### src/rtl/pattern_gen_pkg.sv
// Shared types and helpers for the multi-mode test pattern generator.
package pattern_gen_pkg;

  localparam int unsigned MAX_W = 64;

  typedef enum logic [2:0] {
    MODE_ZERO  = 3'd0,
    MODE_COUNT = 3'd1,
    MODE_GRAY  = 3'd2,
    MODE_WALK  = 3'd3,
    MODE_ALT   = 3'd4,
    MODE_LFSR  = 3'd5
  } mode_e;

  typedef enum logic {
    IDLE = 1'b0,
    RUN  = 1'b1
  } state_e;

  // Reserved encodings fall back to the static-zero pattern.
  function automatic mode_e decode_mode(input logic [2:0] m);
    case (m)
      3'd1:    return MODE_COUNT;
      3'd2:    return MODE_GRAY;
      3'd3:    return MODE_WALK;
      3'd4:    return MODE_ALT;
      3'd5:    return MODE_LFSR;
      default: return MODE_ZERO;
    endcase
  endfunction

  // Value the pattern takes right after a load; also the wrap reference.
  function automatic logic [MAX_W-1:0] init_value(input mode_e mode,
                                                  input int unsigned width,
                                                  input logic [MAX_W-1:0] seed);
    logic [MAX_W-1:0] v;
    logic [MAX_W-1:0] mask;
    logic [MAX_W-1:0] s;
    v    = '0;
    mask = (width >= MAX_W) ? '1 : ((64'd1 << width) - 64'd1);
    s    = seed & mask;
    case (mode)
      MODE_WALK: v = 64'd1;
      MODE_ALT: begin
        for (int unsigned i = 0; i < MAX_W; i++) begin
          if ((i % 2 == 0) && (i < (width / 2) * 2)) v = v | (64'd1 << i);
        end
      end
      MODE_LFSR: v = (s == '0) ? 64'd1 : s;
      default:   v = '0;
    endcase
    return v;
  endfunction

endpackage

### src/rtl/pattern_prescaler.sv
// Rate prescaler: emits a tick every div_q+1 running cycles.
module pattern_prescaler #(
  parameter int unsigned DIV_W = 16
) (
  input  logic             clk_i,
  input  logic             rst_ni,
  input  logic             load_i,
  input  logic [DIV_W-1:0] div_i,
  input  logic             run_i,
  output logic             tick_o
);

  logic [DIV_W-1:0] div_q;
  logic [DIV_W-1:0] cnt_q;

  // A load suppresses the tick so the restart is never overtaken by an advance.
  assign tick_o = run_i && !load_i && (cnt_q == div_q);

  // Divisor latch and cycle counter; frozen whenever not running.
  always_ff @(posedge clk_i or negedge rst_ni) begin
    if (!rst_ni) begin
      div_q <= '0;
      cnt_q <= '0;
    end else if (load_i) begin
      div_q <= div_i;
      cnt_q <= '0;
    end else if (run_i) begin
      if (cnt_q == div_q) cnt_q <= '0;
      else                cnt_q <= cnt_q + 1'b1;
    end
  end

endmodule

### src/rtl/pattern_gen.sv
// Multi-mode test pattern generator for the logic analyser probe channels.
module pattern_gen
  import pattern_gen_pkg::*;
#(
  parameter int unsigned WIDTH = 32,
  parameter int unsigned DIV_W = 16,
  parameter logic [63:0] POLY  = 64'h80200003,
  parameter logic [63:0] SEED  = 64'd1
) (
  input  logic             clk_i,
  input  logic             rst_ni,
  input  logic             cfg_load_i,
  input  logic [2:0]       mode_i,
  input  logic [DIV_W-1:0] div_i,
  input  logic             en_i,
  output logic [WIDTH-1:0] pattern_o,
  output logic             step_o,
  output logic             wrap_o
);

  localparam logic [WIDTH-1:0] POLY_W = POLY[WIDTH-1:0];

  state_e           state_q, state_d;
  mode_e            mode_q;
  logic [WIDTH-1:0] pat_q, bin_q;
  logic [WIDTH-1:0] pat_nxt, bin_nxt;
  logic [WIDTH-1:0] init_cur, init_load;
  logic             step_q, wrap_q;
  logic             run, tick;

  assign run = (state_q == RUN) && en_i;

  pattern_prescaler #(
    .DIV_W (DIV_W)
  ) u_prescaler (
    .clk_i  (clk_i),
    .rst_ni (rst_ni),
    .load_i (cfg_load_i),
    .div_i  (div_i),
    .run_i  (run),
    .tick_o (tick)
  );

  // Run-enable state register.
  always_ff @(posedge clk_i or negedge rst_ni) begin
    if (!rst_ni) state_q <= IDLE;
    else         state_q <= state_d;
  end

  // Next state follows en_i.
  always_comb begin
    state_d = state_q;
    case (state_q)
      IDLE:    if (en_i)  state_d = RUN;
      RUN:     if (!en_i) state_d = IDLE;
      default: state_d = IDLE;
    endcase
  end

  // Next pattern for the latched mode and the two INIT references.
  // Gray keeps its own binary counter so the output stays registered.
  always_comb begin
    init_cur  = WIDTH'(init_value(mode_q, WIDTH, SEED));
    init_load = WIDTH'(init_value(decode_mode(mode_i), WIDTH, SEED));
    bin_nxt   = bin_q + 1'b1;
    pat_nxt   = '0;
    case (mode_q)
      MODE_COUNT: pat_nxt = bin_nxt;
      MODE_GRAY:  pat_nxt = bin_nxt ^ (bin_nxt >> 1);
      MODE_WALK:  pat_nxt = {pat_q[WIDTH-2:0], pat_q[WIDTH-1]};
      MODE_ALT:   pat_nxt = ~pat_q;
      MODE_LFSR:  pat_nxt = (pat_q >> 1) ^ (pat_q[0] ? POLY_W : '0);
      default:    pat_nxt = '0;
    endcase
  end

  // Pattern, mode latch and the step/wrap pulses; load beats advance.
  always_ff @(posedge clk_i or negedge rst_ni) begin
    if (!rst_ni) begin
      mode_q <= MODE_ZERO;
      pat_q  <= '0;
      bin_q  <= '0;
      step_q <= 1'b0;
      wrap_q <= 1'b0;
    end else if (cfg_load_i) begin
      mode_q <= decode_mode(mode_i);
      pat_q  <= init_load;
      bin_q  <= '0;
      step_q <= 1'b0;
      wrap_q <= 1'b0;
    end else if (tick) begin
      pat_q  <= pat_nxt;
      bin_q  <= bin_nxt;
      step_q <= 1'b1;
      wrap_q <= (pat_nxt == init_cur);
    end else begin
      step_q <= 1'b0;
      wrap_q <= 1'b0;
    end
  end

  assign pattern_o = pat_q;
  assign step_o    = step_q;
  assign wrap_o    = wrap_q;

endmodule

### config.mk
export PLATFORM = sky130hd
export DESIGN_NAME = pattern_gen
export DESIGN_NICKNAME = d
export VERILOG_FILES = /design/src/rtl/pattern_gen_pkg.sv /design/src/rtl/pattern_prescaler.sv /design/src/rtl/pattern_gen.sv
export SDC_FILE = /design/constraint.sdc
export NUM_CORES = 1
export LEC_CHECK = 0
export CAP_MARGIN = 20
export CORE_AREA = 8 8 118 120
export CTS_CLUSTER_DIAMETER = 100
export DETAILED_ROUTE_END_ITERATION = 8
export DIE_AREA = 0 0 126 128
export MAX_ROUTING_LAYER = met4
export PLACE_DENSITY_LB_ADDON = 0.08
export SYNTH_ARGS = -nofsm -noshare
export SYNTH_HDL_FRONTEND = slang
export SYNTH_SLANG_ARGS = --single-unit
### constraint.sdc
create_clock -name clk_i -period 4.45 [get_ports clk_i]
set_input_delay 0.6675 -clock clk_i [delete_from_list [all_inputs] [get_ports clk_i]]
set_output_delay 0.6675 -clock clk_i [all_outputs]
set_load 0.03 [all_outputs]
* Word-level counts from Yosys, hierarchy flattened
Cells that the tools add are included.
** Cells by class
- Add/sub/neg operators :: 2
- Equality and inequality tests :: 15
- Muxes and demuxes :: 17
- Bitwise logic cells :: 3
- Reduce and logical (&&, ||, !) cells :: 8
** Operators by type and width (count)
- $mux W32 :: 5
- $pmux W32 S5 :: 1
- $pmux W31 S2 :: 2
- $mux W16 :: 3
- $add A32 B1 Y32 const B :: 1
- $eq A32 B31 Y1 :: 1
- $not A32 Y32 :: 1
- $xor A31 B32 Y32 :: 1
- $xor A32 B31 Y32 :: 1
- $eq A3 B3 Y1 const B :: 6
- $add A16 B1 Y16 const B :: 1
- $eq A16 B16 Y1 :: 1
- $eq A3 B2 Y1 const B :: 5
- $pmux W3 S5 :: 1
- $eq A3 B1 Y1 const B :: 2
- $mux W1 :: 5
- $reduce_bool A2 Y1 :: 2
- $reduce_or A2 Y1 :: 2
- $logic_and A1 B1 Y1 :: 3
- $logic_not A1 Y1 :: 1
** Word-level totals
- Flip-flop bits (word level) :: 102
- Input bits :: 23
- Logic and storage cells :: 53

* Longest topological paths before layout
Gate-level depths: netlist of run 1.
- Word-level depth :: 6
- Gate-level depth with buffers :: 11
- Mapped depth without buffers :: 10

* Cells and area by module
From an unflattened synthesis of run 1, not the netlist that was laid out.
** Unflattened totals
- Cells, all modules :: 821
- Area total of the unflattened synthesis :: 7139.3 µm²
** By module, submodules not included
- pattern_gen :: instances 1, cells each 645, area an instance 5201.2 µm²
- pattern_prescaler :: instances 1, cells each 176, area an instance 1938.1 µm²

* Worst setup path after synthesis of run 1
OpenSTA, ideal clock, no wires.
- Path type :: register to register
- Start :: register bin_q[1]
- End :: register wrap_q (netlist: wrap_o)
- Data arrival time :: 3.056 ns
- Path slack :: 1.307 ns
- Cell stages (with the launch flop) :: 12
- Period minus slack after synthesis :: 3.143 ns
- Cells stage by stage :: dfrtp_1 -> ha_1 -> buf_4 -> nand3_2 -> nor4_4 -> nand4_1 -> xor2_1 -> xnor2_1 -> o221ai_1 -> nand4_1 -> or4_1 -> a211oi_2
** Between the ends
- Longest elaborated chain between the ends :: 6
** Ends and longest elaborated chain
- from (decl) :: RTL line pattern_gen.sv:25 : logic [WIDTH-1:0] pat_q, bin_q;
- from (signal assigned) :: RTL line pattern_gen.sv:93 : bin_q <= bin_nxt;
- $add A32 B1 Y32 (*) :: RTL line pattern_gen.sv:65 : bin_nxt = bin_q + 1'b1;
- $xor A32 B31 Y32 :: RTL line pattern_gen.sv:69 : MODE_GRAY: pat_nxt = bin_nxt ^ (bin_nxt >> 1);
- $pmux W32 S5 (*) :: RTL line pattern_gen.sv:67 : case (mode_q)
- $eq A32 B31 Y1 (*) :: RTL line pattern_gen.sv:95 : wrap_q <= (pat_nxt == init_cur);
- $mux W1 (*) :: RTL line pattern_gen.sv:91 : end else if (tick) begin
- $mux W1 (*) :: RTL line pattern_gen.sv:85 : end else if (cfg_load_i) begin
- to (signal assigned) :: RTL line pattern_gen.sv:95
- to (decl) :: RTL line pattern_gen.sv:28 : logic step_q, wrap_q;
Every way passes the cells marked *; elsewhere a longest branch is shown, timed or not.
A chain may end at the register's enable or synchronous reset.

* Worst setup path after layout of run 1
- Start :: register bin_q[0]
- End :: register wrap_q (netlist: wrap_o)
The elaborated chain is that of the path after synthesis.

==> results of run 1 <==
==> per-stage QoR <==
stage	power, mW	hold slack [ns]
floorplan	1.20	0.372
global placement	1.31	0.513
detailed placement	1.32	0.519
CTS	2.09	0.510
global route	2.17	0.132
finish	2.08	0.138
==> metal layers <==
metal	share of wire	wire (um)	track usage	vias up
met5	0	0	-	-
li1	-	-	-	2973
met1	0.44	8580	0.325	3100
met4	0.025	496	0.0941	0
met3	0.064	1250	0.0403	40
met2	0.47	9200	0.397	285
==> final cells by class <==
| class | instances | area (um2) | share of cell area |
|---|---|---|---|
| sequential | 102 | 2550 | 0.325 |
| multi-input combinational | 644 | 4130 | 0.526 |
| timing repair buffer | 68 | 663 | 0.0844 |
| inverter | 10 | 37.5 | 0.00478 |
| clock buffer | 10 | 229 | 0.0291 |
| tap | 150 | 188 | 0.0239 |
| clock inverter | 6 | 55.1 | 0.00701 |
==> critical path: stages (launching register included) <==
cell      delay, ns
dfrtp_1        0.52
ha_1           0.39
nand3_2        0.32
nor4_4         0.68
nand3_1        0.17
xor2_1         0.35
xnor2_1        0.12
o221ai_1       0.30
nand3_1        0.11
or4_1          0.50
a211oi_2       0.24
==> state kept, by name, indices dropped and copies added, names as in the netlist <==
name,count
wrap_o,1
pattern_o,32
u_prescaler.div_q,16
step_o,1
state_q,1
bin_q,32
mode_q,3
u_prescaler.cnt_q,16
==> report_power, final <==
| group | switching, mW | internal, mW |
|---|---|---|
| registers | 0.0383 | 0.953 |
| logic | 0.191 | 0.125 |
| clock network | 0.380 | 0.391 |
==> cell families after synthesis <==
| kind of cell | count (synthesis) | share of synthesized area |
|---|---|---|
| AO/OA/AOI/OAI | 222 | 0.193 |
| multiplexers | 33 | 0.0505 |
| AND/OR/NAND/NOR | 291 | 0.218 |
| flip-flops | 102 | 0.365 |
| buffers and inverters | 75 | 0.0444 |
| adder cells (fa/ha/maj) | 4 | 0.00717 |
| XOR/XNOR | 94 | 0.121 |
==> worst min-delay path by stage <==
stage,start,endpoint,slack (ns),cells past startpoint
2_1_floorplan,rst_ni,bin_q[0],0.37,0
3_3_place_gp,u_prescaler.div_q[0],u_prescaler.div_q[0],0.51,1
3_5_place_dp,u_prescaler.div_q[3],u_prescaler.div_q[3],0.52,1
4_1_cts,rst_ni,u_prescaler.div_q[3],0.51,1
5_1_grt,rst_ni,u_prescaler.div_q[1],0.13,1
6_report,rst_ni,u_prescaler.div_q[1],0.14,1
==> cell usage in the layout (no fill, tap or decap), types with 13 or more instances in the layout <==
| master | count |
|---|---|
| a211oi_1 | 17 |
| clkdlybuf4s50_1 | 54 |
| and3_1 | 15 |
| o21ai_0 | 108 |
| xor2_1 | 42 |
| a22oi_1 | 22 |
| nand2b_1 | 16 |
| xnor2_1 | 50 |
| nor2_1 | 82 |
| a21oi_1 | 35 |
| nor3_1 | 13 |
| dfrtp_1 | 102 |
| nand2_1 | 62 |
| mux2_2 | 18 |
| mux2i_1 | 15 |
| nand3_1 | 36 |
| nand4_1 | 18 |
==> flow_summary.yaml, run 1 <==
yosys:
  synth_area_leaders: "dfrtp_1, o21ai_0, xnor2_1"
  synth_edf_count: 0
  synth_seq_cells: 102
  ys_types: 63
  seq_area_frac_synth: 0.365
  yosysTopAreaCellShare: 0.365
  synth.largest_area_cell: "dfrtp_1"
  synth_most_common_cell: "o21ai_0"
  synthFlopType: "dfrtp_1"
  synthCells: 821
  async_flop_share: 1.00
  synth_common_cells: "o21ai_0, dfrtp_1, nor2_1"
  synthesis.area_um2: 6980
  synth.avg_cell_area_um2: 8.51
  ys_warn_count: 0
  synth_nets: 848
clocking:
  cts_made_buffers: 9
  hold_buffers: 0
  cts_setup_buffers: 0
  clk_pin_slew_ns: 0.07
  cts-resized-gates: 0
  cts_buffer_depth: 2
  cts_tree: "built"
  root_buffer: "clkbuf_16"
  cts-htree-levels: 3
  clock-sinks: 102
  clk_latency_ns: 0.36
setup_path:
  rr_endpoint: "wrap_o"
  endpoint: "wrap_o"
  critPathCaptureType: "flip-flop"
  reg2reg_depth: 10
  arrival_ns: 4.06
  cp_max_fo: 10
  cp-start-kind: "flip-flop"
  r2r-start: "bin_q[0]"
  critPathKind: "reg2reg"
  required_ns: 4.72
  critPathLaunch: "bin_q[0]"
  reg2reg_slack_ns: 0.66
sta:
  setup_tns_ns: 0
  finalHoldViolCount: 0
  rsz0062_at_grt: "false"
  maxSlewHeadroom: 0.337
  fmaxAchievable_ghz: 0.264
  worst_pin_slew_ns: 0.990
  slew_violations: 0
  finalSetupViolCount: 0
  min_period_ns: 3.79
  fin_skew_ns: 0.00952
  fin_ws_ns: 0.661
  fin_crit_sh: 0.851
power_and_ir_drop:
  vdd_drop_max_mv: 0.191
  p_leak_nw: 3.01
  powerDensity_nw_per_um2: 264
placement:
  place.gp.congestion: 0.935
  portBuffers: 56
  dp_cells: 972
  postPlaceCellArea_um2: 7540
  dp_hpwl_um: 13800
  dp_slack_ns: 0.696
route:
  viasPerCell: 6.46
  drc: 1
  drt_wl_total_um: 19500
  wl_per_cell_um: 19.7
  via_count: 6398
  ant_nets: 0
  drt-pass1-iter-count: 8
  drt_iter0_markers: 724
cells_and_area:
  diodes: 0
  fin_cells: 990
  final_cell_area_um2: 7860
  layout.nets: 862
  postLayoutCoreUtil: 0.644
  synthToLayoutAreaGrowth_pct: 12.5
  fill_cells: 1081
  layout-drive-gt1-share: 0.0798
run:
  max_cap_viol_count: 0
status:
  violations: "DRC"
  outcome: "finished, violations left"
grt:
  grt_max_degree: 76
  grt_first_pass_wirelength_um: 31700
  grt_overflow_total: 0
  antenna_found_initial: 0
  grt_pass1_vias: 6063
  grt_usage: 0.253
worst_hold_path:
  hold_path.class: "in2async"
die:
  die_area_um2: 16100
  io_pins: 57
  die_y_um: 128
  die_w_um: 126
  core_area_um2: 12200
  rows: 41
  initial_core_util: 0.572
Power figures use the tool's default switching activity.
==> run 2, diff against run 1 <==
- CORE_AREA: 8 8 118 120 -> 8 8 117 119
- DIE_AREA: 0 0 126 128 -> 0 0 125 127
- DONT_BUFFER_PORTS: not set -> 1
==> run 2 against run 1 <==
The run now ends clean. Wire length fell by 3.7%. Cell count fell by 6.3%. Maximum frequency rose by 1.2%. Clock skew barely moved. Total power fell by 1.0%. Register-to-register slack improved by 0.04 ns. Critical path depth did not move. Worst hold slack improved by 0.059 ns. First-iteration DRC count fell by 9.4%. Critical endpoint unchanged. Largest cell class unchanged.
==> flow_summary.yaml, run 2 (same netlist as run 1, synthesis figures left out) <==
setup_path:
  critPathCaptureType: "flip-flop"
  crit_chain: "ha_1, nand3_2, nor4_4, nand4_1, xor2_1, xnor2_1, o221ai_1, nand4_1, or4_1, a211oi_2"
  reg2reg_slack_ns: 0.70
  cp-start-kind: "flip-flop"
  arrival_ns: 4.02
  rr_endpoint: "wrap_o"
  crit_top_cell: "nand4_1"
  r2r-start: "bin_q[0]"
  required_ns: 4.72
  slowest_stage: "nor4_4"
  critPathKind: "reg2reg"
  cp_max_fo: 10
  slowest_delay_ns: 0.67
  reg2reg_depth: 10
cells_and_area:
  layout.nets: 803
  synthToLayoutAreaGrowth_pct: 4.64
  layout-drive-gt1-share: 0.0807
  layout_common_cells: "o21ai_0, dfrtp_1, nor2_1"
  layout_commonest_cell: "o21ai_0"
  diodes: 0
route:
  ant_nets: 0
  viasPerCell: 6.53
  via_count: 6057
  drt_wl_total_um: 18800
  drc: 0
  drt_iter0_markers: 656
  wl_per_cell_um: 20.3
  drt-pass1-iter-count: 8
power_and_ir_drop:
  powerDensity_nw_per_um2: 281
  vdd_drop_max_mv: 0.269
  p_leak_nw: 2.80
placement:
  place.gp.congestion: 0.937
  portBuffers: 0
  dp_hpwl_um: 13200
clocking:
  cts_buffer_depth: 2
  cts_made_buffers: 9
  cts-htree-levels: 3
  clk_latency_ns: 0.36
  clock-sinks: 102
  clk_pin_slew_ns: 0.07
  cts_tree: "built"
  cts-resized-gates: 0
  root_buffer: "clkbuf_16"
die:
  io_pins: 57
  initial_core_util: 0.591
  die_area_um2: 15900
  die_w_um: 125
  rows: 40
  die_y_um: 127
  core_area_um2: 11800
worst_hold_path:
  hold_path.class: "in2async"
grt:
  grt_first_pass_wirelength_um: 31100
  grt_usage: 0.248
  grt_pass1_vias: 5993
  antenna_found_initial: 0
  grt_max_degree: 103
  grt_overflow_total: 0
sta:
  rsz0062_at_grt: "false"
  fin_crit_sh: 0.842
  min_period_ns: 3.75
  worst_pin_slew_ns: 1.05
  fmaxAchievable_ghz: 0.267
  hold_ws_ns: 0.197
  finalSetupViolCount: 0
  setup_tns_ns: 0
  maxSlewHeadroom: 0.294
  fin_skew_ns: 0.00998
  finalHoldViolCount: 0
  slew_violations: 0
status:
  outcome: "complete, no violations"
run:
  max_cap_viol_count: 0
-- run 2: changes by cell type in the layout (fill, tap and decap cells not counted), sizes merged --
cell           previous run  this run
clkbuf                   10        11
inv                      13        14
clkdlybuf4s50            54         0
buf                      14         9
clkinvlp                  0         1
clkinv                    3         0
-- run 2: power by group --
group          total [mW]  switching (mW)  internal (mW)
combinational       0.245           0.152         0.0925
clock               0.805           0.383          0.423
sequential           1.01          0.0541          0.953
-- run 2: layer usage --
metal | vias up | part of all wire | global-route usage
li1 | 2847 | - | -
met1 | 2950 | 0.40 | 0.266
met2 | 191 | 0.51 | 0.427
met3 | 69 | 0.044 | 0.0507
met4 | 0 | 0.046 | 0.138
met5 | - | 0 | -
-- run 2: worst max-delay path: cells and delay by family (launching register included) --
kind	cells	cell delay, ns
AO/OA/AOI/OAI	2	0.50
XOR/XNOR	2	0.45
adder cells (fa/ha/maj)	1	0.39
flip-flops	1	0.53
AND/OR/NAND/NOR	5	1.79
-- run 2: how the worst max path moves through the flow --
stage	depth (start not counted)	from	endpoint	slack, ns
2_1_floorplan	11	bin_q[1]	wrap_o	1.31
3_3_place_gp	10	bin_q[0]	wrap_o	0.83
3_5_place_dp	10	bin_q[0]	wrap_o	0.72
4_1_cts	10	bin_q[0]	wrap_o	0.67
5_1_grt	10	bin_q[0]	wrap_o	0.32
6_report	10	bin_q[0]	wrap_o	0.70
-- run 2: through the flow --
step	utilization	instances	setup slack, ns	total power, mW	cell area, um2
after floorplan	-	821	1.31	1.20	6980
after global placement	0.590	910	0.833	1.24	6970
after detailed placement	0.590	910	0.723	1.24	6970
after CTS	0.618	927	0.674	2.07	7300
after global routing	0.619	928	0.323	2.14	7310
final	0.619	928	0.704	2.06	7310
-- run 2: area by class of cell --
type                       instances  area, um2
clock buffer                      11        253
timing repair buffer               9        100
sequential                       102       2550
tap                              147        184
fill                            1052       4500
multi-input combinational        644       4130
inverter                          10       37.5
clock inverter                     5       47.5
-- run 2: timing repair --
action / in CTS / in global routing
hold buffers: 1 / 0
endpoints found under the hold margin: 102 / 0
buffers inserted: 0 / 0
==> run 3, diff against run 2 <==
- CORE_AREA: 8 8 117 119 -> 8 8 118 120
- DIE_AREA: 0 0 125 127 -> 0 0 126 128
- clock period: 4.45 -> 3.2 ns (I/O delays scaled with it)
==> run 3 against run 2 <==
Wire length up 6.8%. Flip-flop and latch count stayed put. Via count is 4.3% higher. Sequential share of layout area decreased by 2.3 points. First-iteration DRC count fell by 0.30%. Maximum frequency grew 20%. Non-clock buffer count rose by 62. Cell area rose by 7.2%. Critical path type unchanged. Die area up 1.6%. Largest power group unchanged. Combinational power grew 72%. Critical path depth increased by 1.
==> flow_summary.yaml, run 3 (same netlist as run 1, synthesis figures left out) <==
die:
  rows: 41
  core_area_um2: 12200
  initial_core_util: 0.572
  die_w_um: 126
  die_area_um2: 16100
  io_pins: 57
  die_y_um: 128
setup_path:
  reg2reg_slack_ns: 0.07
  required_ns: 3.47
  r2r-start: "bin_q[1]"
  cp_max_fo: 9
  arrival_ns: 3.40
  critPathCaptureType: "flip-flop"
  rr_endpoint: "wrap_o"
  reg2reg_depth: 11
  cp-start-kind: "flip-flop"
  critPathKind: "reg2reg"
route:
  drt_iter0_markers: 654
  wl_per_cell_um: 20.2
  ant_nets: 0
  dr_wl_met2_um: 9650
  via_count: 6319
  wl_met3_um: 1630
  drt_wl_total_um: 20100
  viasPerCell: 6.36
  routed.top_layer: "met4"
  drc: 0
  drt-pass1-iter-count: 7
  wirelength_met1_um: 8530
sta:
  fin_ws_ns: 0.0679
  fin_skew_ns: 0.0101
  worst_pin_slew_ns: 0.896
  finalSetupViolCount: 0
  maxSlewHeadroom: 0.400
  fin_crit_sh: 0.979
  fmaxAchievable_ghz: 0.319
  slew_violations: 0
  finalHoldViolCount: 0
  min_period_ns: 3.13
placement:
  postPlaceCellArea_um2: 7420
  dp_hpwl_um: 14400
  place.gp.congestion: 0.914
  dp_slack_ns: -0.0654
  portBuffers: 0
grt:
  grt_overflow_total: 0
  grt_usage: 0.259
  grt_pass1_vias: 5944
  grt_first_pass_wirelength_um: 32200
  antenna_found_initial: 1
  grt_max_degree: 103
power_and_ir_drop:
  total_power_mw: 2.90
  powerDensity_nw_per_um2: 370
  p_leak_nw: 3.12
  vdd_drop_max_mv: 0.306
cells_and_area:
  final_cell_area_um2: 7830
  layout_common_cells: "o21ai_0, dfrtp_1, nor2_1"
  fill_cells: 1080
  layout.nets: 865
  synthToLayoutAreaGrowth_pct: 12.2
  layout_commonest_cell: "o21ai_0"
  layout-drive-gt1-share: 0.161
clocking:
  cts-htree-levels: 3
  clk_pin_slew_ns: 0.08
  root_buffer: "clkbuf_16"
  clock-sinks: 102
  cts_buffer_depth: 2
  clk_latency_ns: 0.35
  cts_tree: "built"
  cts_made_buffers: 9
status:
  outcome: "complete, no violations"
run:
  max_cap_viol_count: 0
worst_hold_path:
  hold_path.class: "in2async"
[run 3: cell types whose count changed in the layout (fill, tap and decap cells not counted), moves of 2 or more]
| cell | delta |
|---|---|
| a211oi_1 | -2 |
| a211oi_2 | +2 |
| buf_4 | +63 |
| clkinv_4 | +2 |
| dfrtp_1 | -3 |
| dfrtp_2 | +3 |
| nor4_1 | -3 |
| nor4_2 | +2 |
[run 3: worst max-delay path by stage]
stage | startpoint | to | depth (start not counted)
after floorplan | bin_q[1] | wrap_o | 11
after global placement | bin_q[1] | wrap_o | 11
after detailed placement | bin_q[1] | wrap_o | 11
after CTS | bin_q[1] | wrap_o | 10
after global routing | bin_q[1] | wrap_o | 11
final | bin_q[1] | wrap_o | 11
[run 3: routing by layer]
metal,vias up,track usage
met5,-,-
met4,0,0.0764
met3,20,0.0711
met2,242,0.407
met1,3086,0.321
li1,2971,-
[run 3: critical path, stage by stage, from the launching register on]
cell and delay (ns):
dfrtp_2 0.44, ha_1 0.24, nand3_4 0.15, nor4_4 0.29, buf_4 0.22, nand4_1 0.20, xor2_2 0.21, buf_4 0.15
o221ai_1 0.27, nand4_1 0.17, or4_1 0.47, a211oi_2 0.23
[run 3: layout make-up]
type	count	area, um2	share of cell area
Multi-Input combinational cell	644	4210	0.537
Sequential cell	102	2560	0.326
Timing Repair Buffer	71	553	0.0706
Clock buffer	10	239	0.0305
Tap cell	150	188	0.0240
Clock inverter	6	51.3	0.00655
Inverter	10	37.5	0.00479
Antenna cell	1	2.50	0.000319
[run 3: timing repair]
| item | CTS | global route |
|---|---|---|
| setup buffers | 0 | 1 |
| pin swaps | 0 | 1 |
| cloned | 0 | 0 |
| hold buffers | 1 | 0 |
| endpoints found under the hold margin | 102 | 0 |
| setup endpoints to repair | 1 | 1 |
| gates resized for setup | 4 | 12 |
[run 3: stage by stage]
step / utilization / TNS [ns] / hold WS (ns) / std cells
global route: 0.642 / -0.0756 / 0.0973 / 994
finish: 0.642 / 0 / 0.0650 / 994
detailed placement: 0.608 / -0.0654 / 0.188 / 974
CTS: 0.635 / 0 / 0.0794 / 991
floorplan: - / 0 / 0.184 / 821
global placement: 0.608 / -0.0422 / 0.187 / 974
[run 3: report_power, final]
part	internal, mW	switching, mW
Sequential	1.33	0.0613
Clock	0.562	0.530
Combinational	0.173	0.248
Total	2.06	0.840
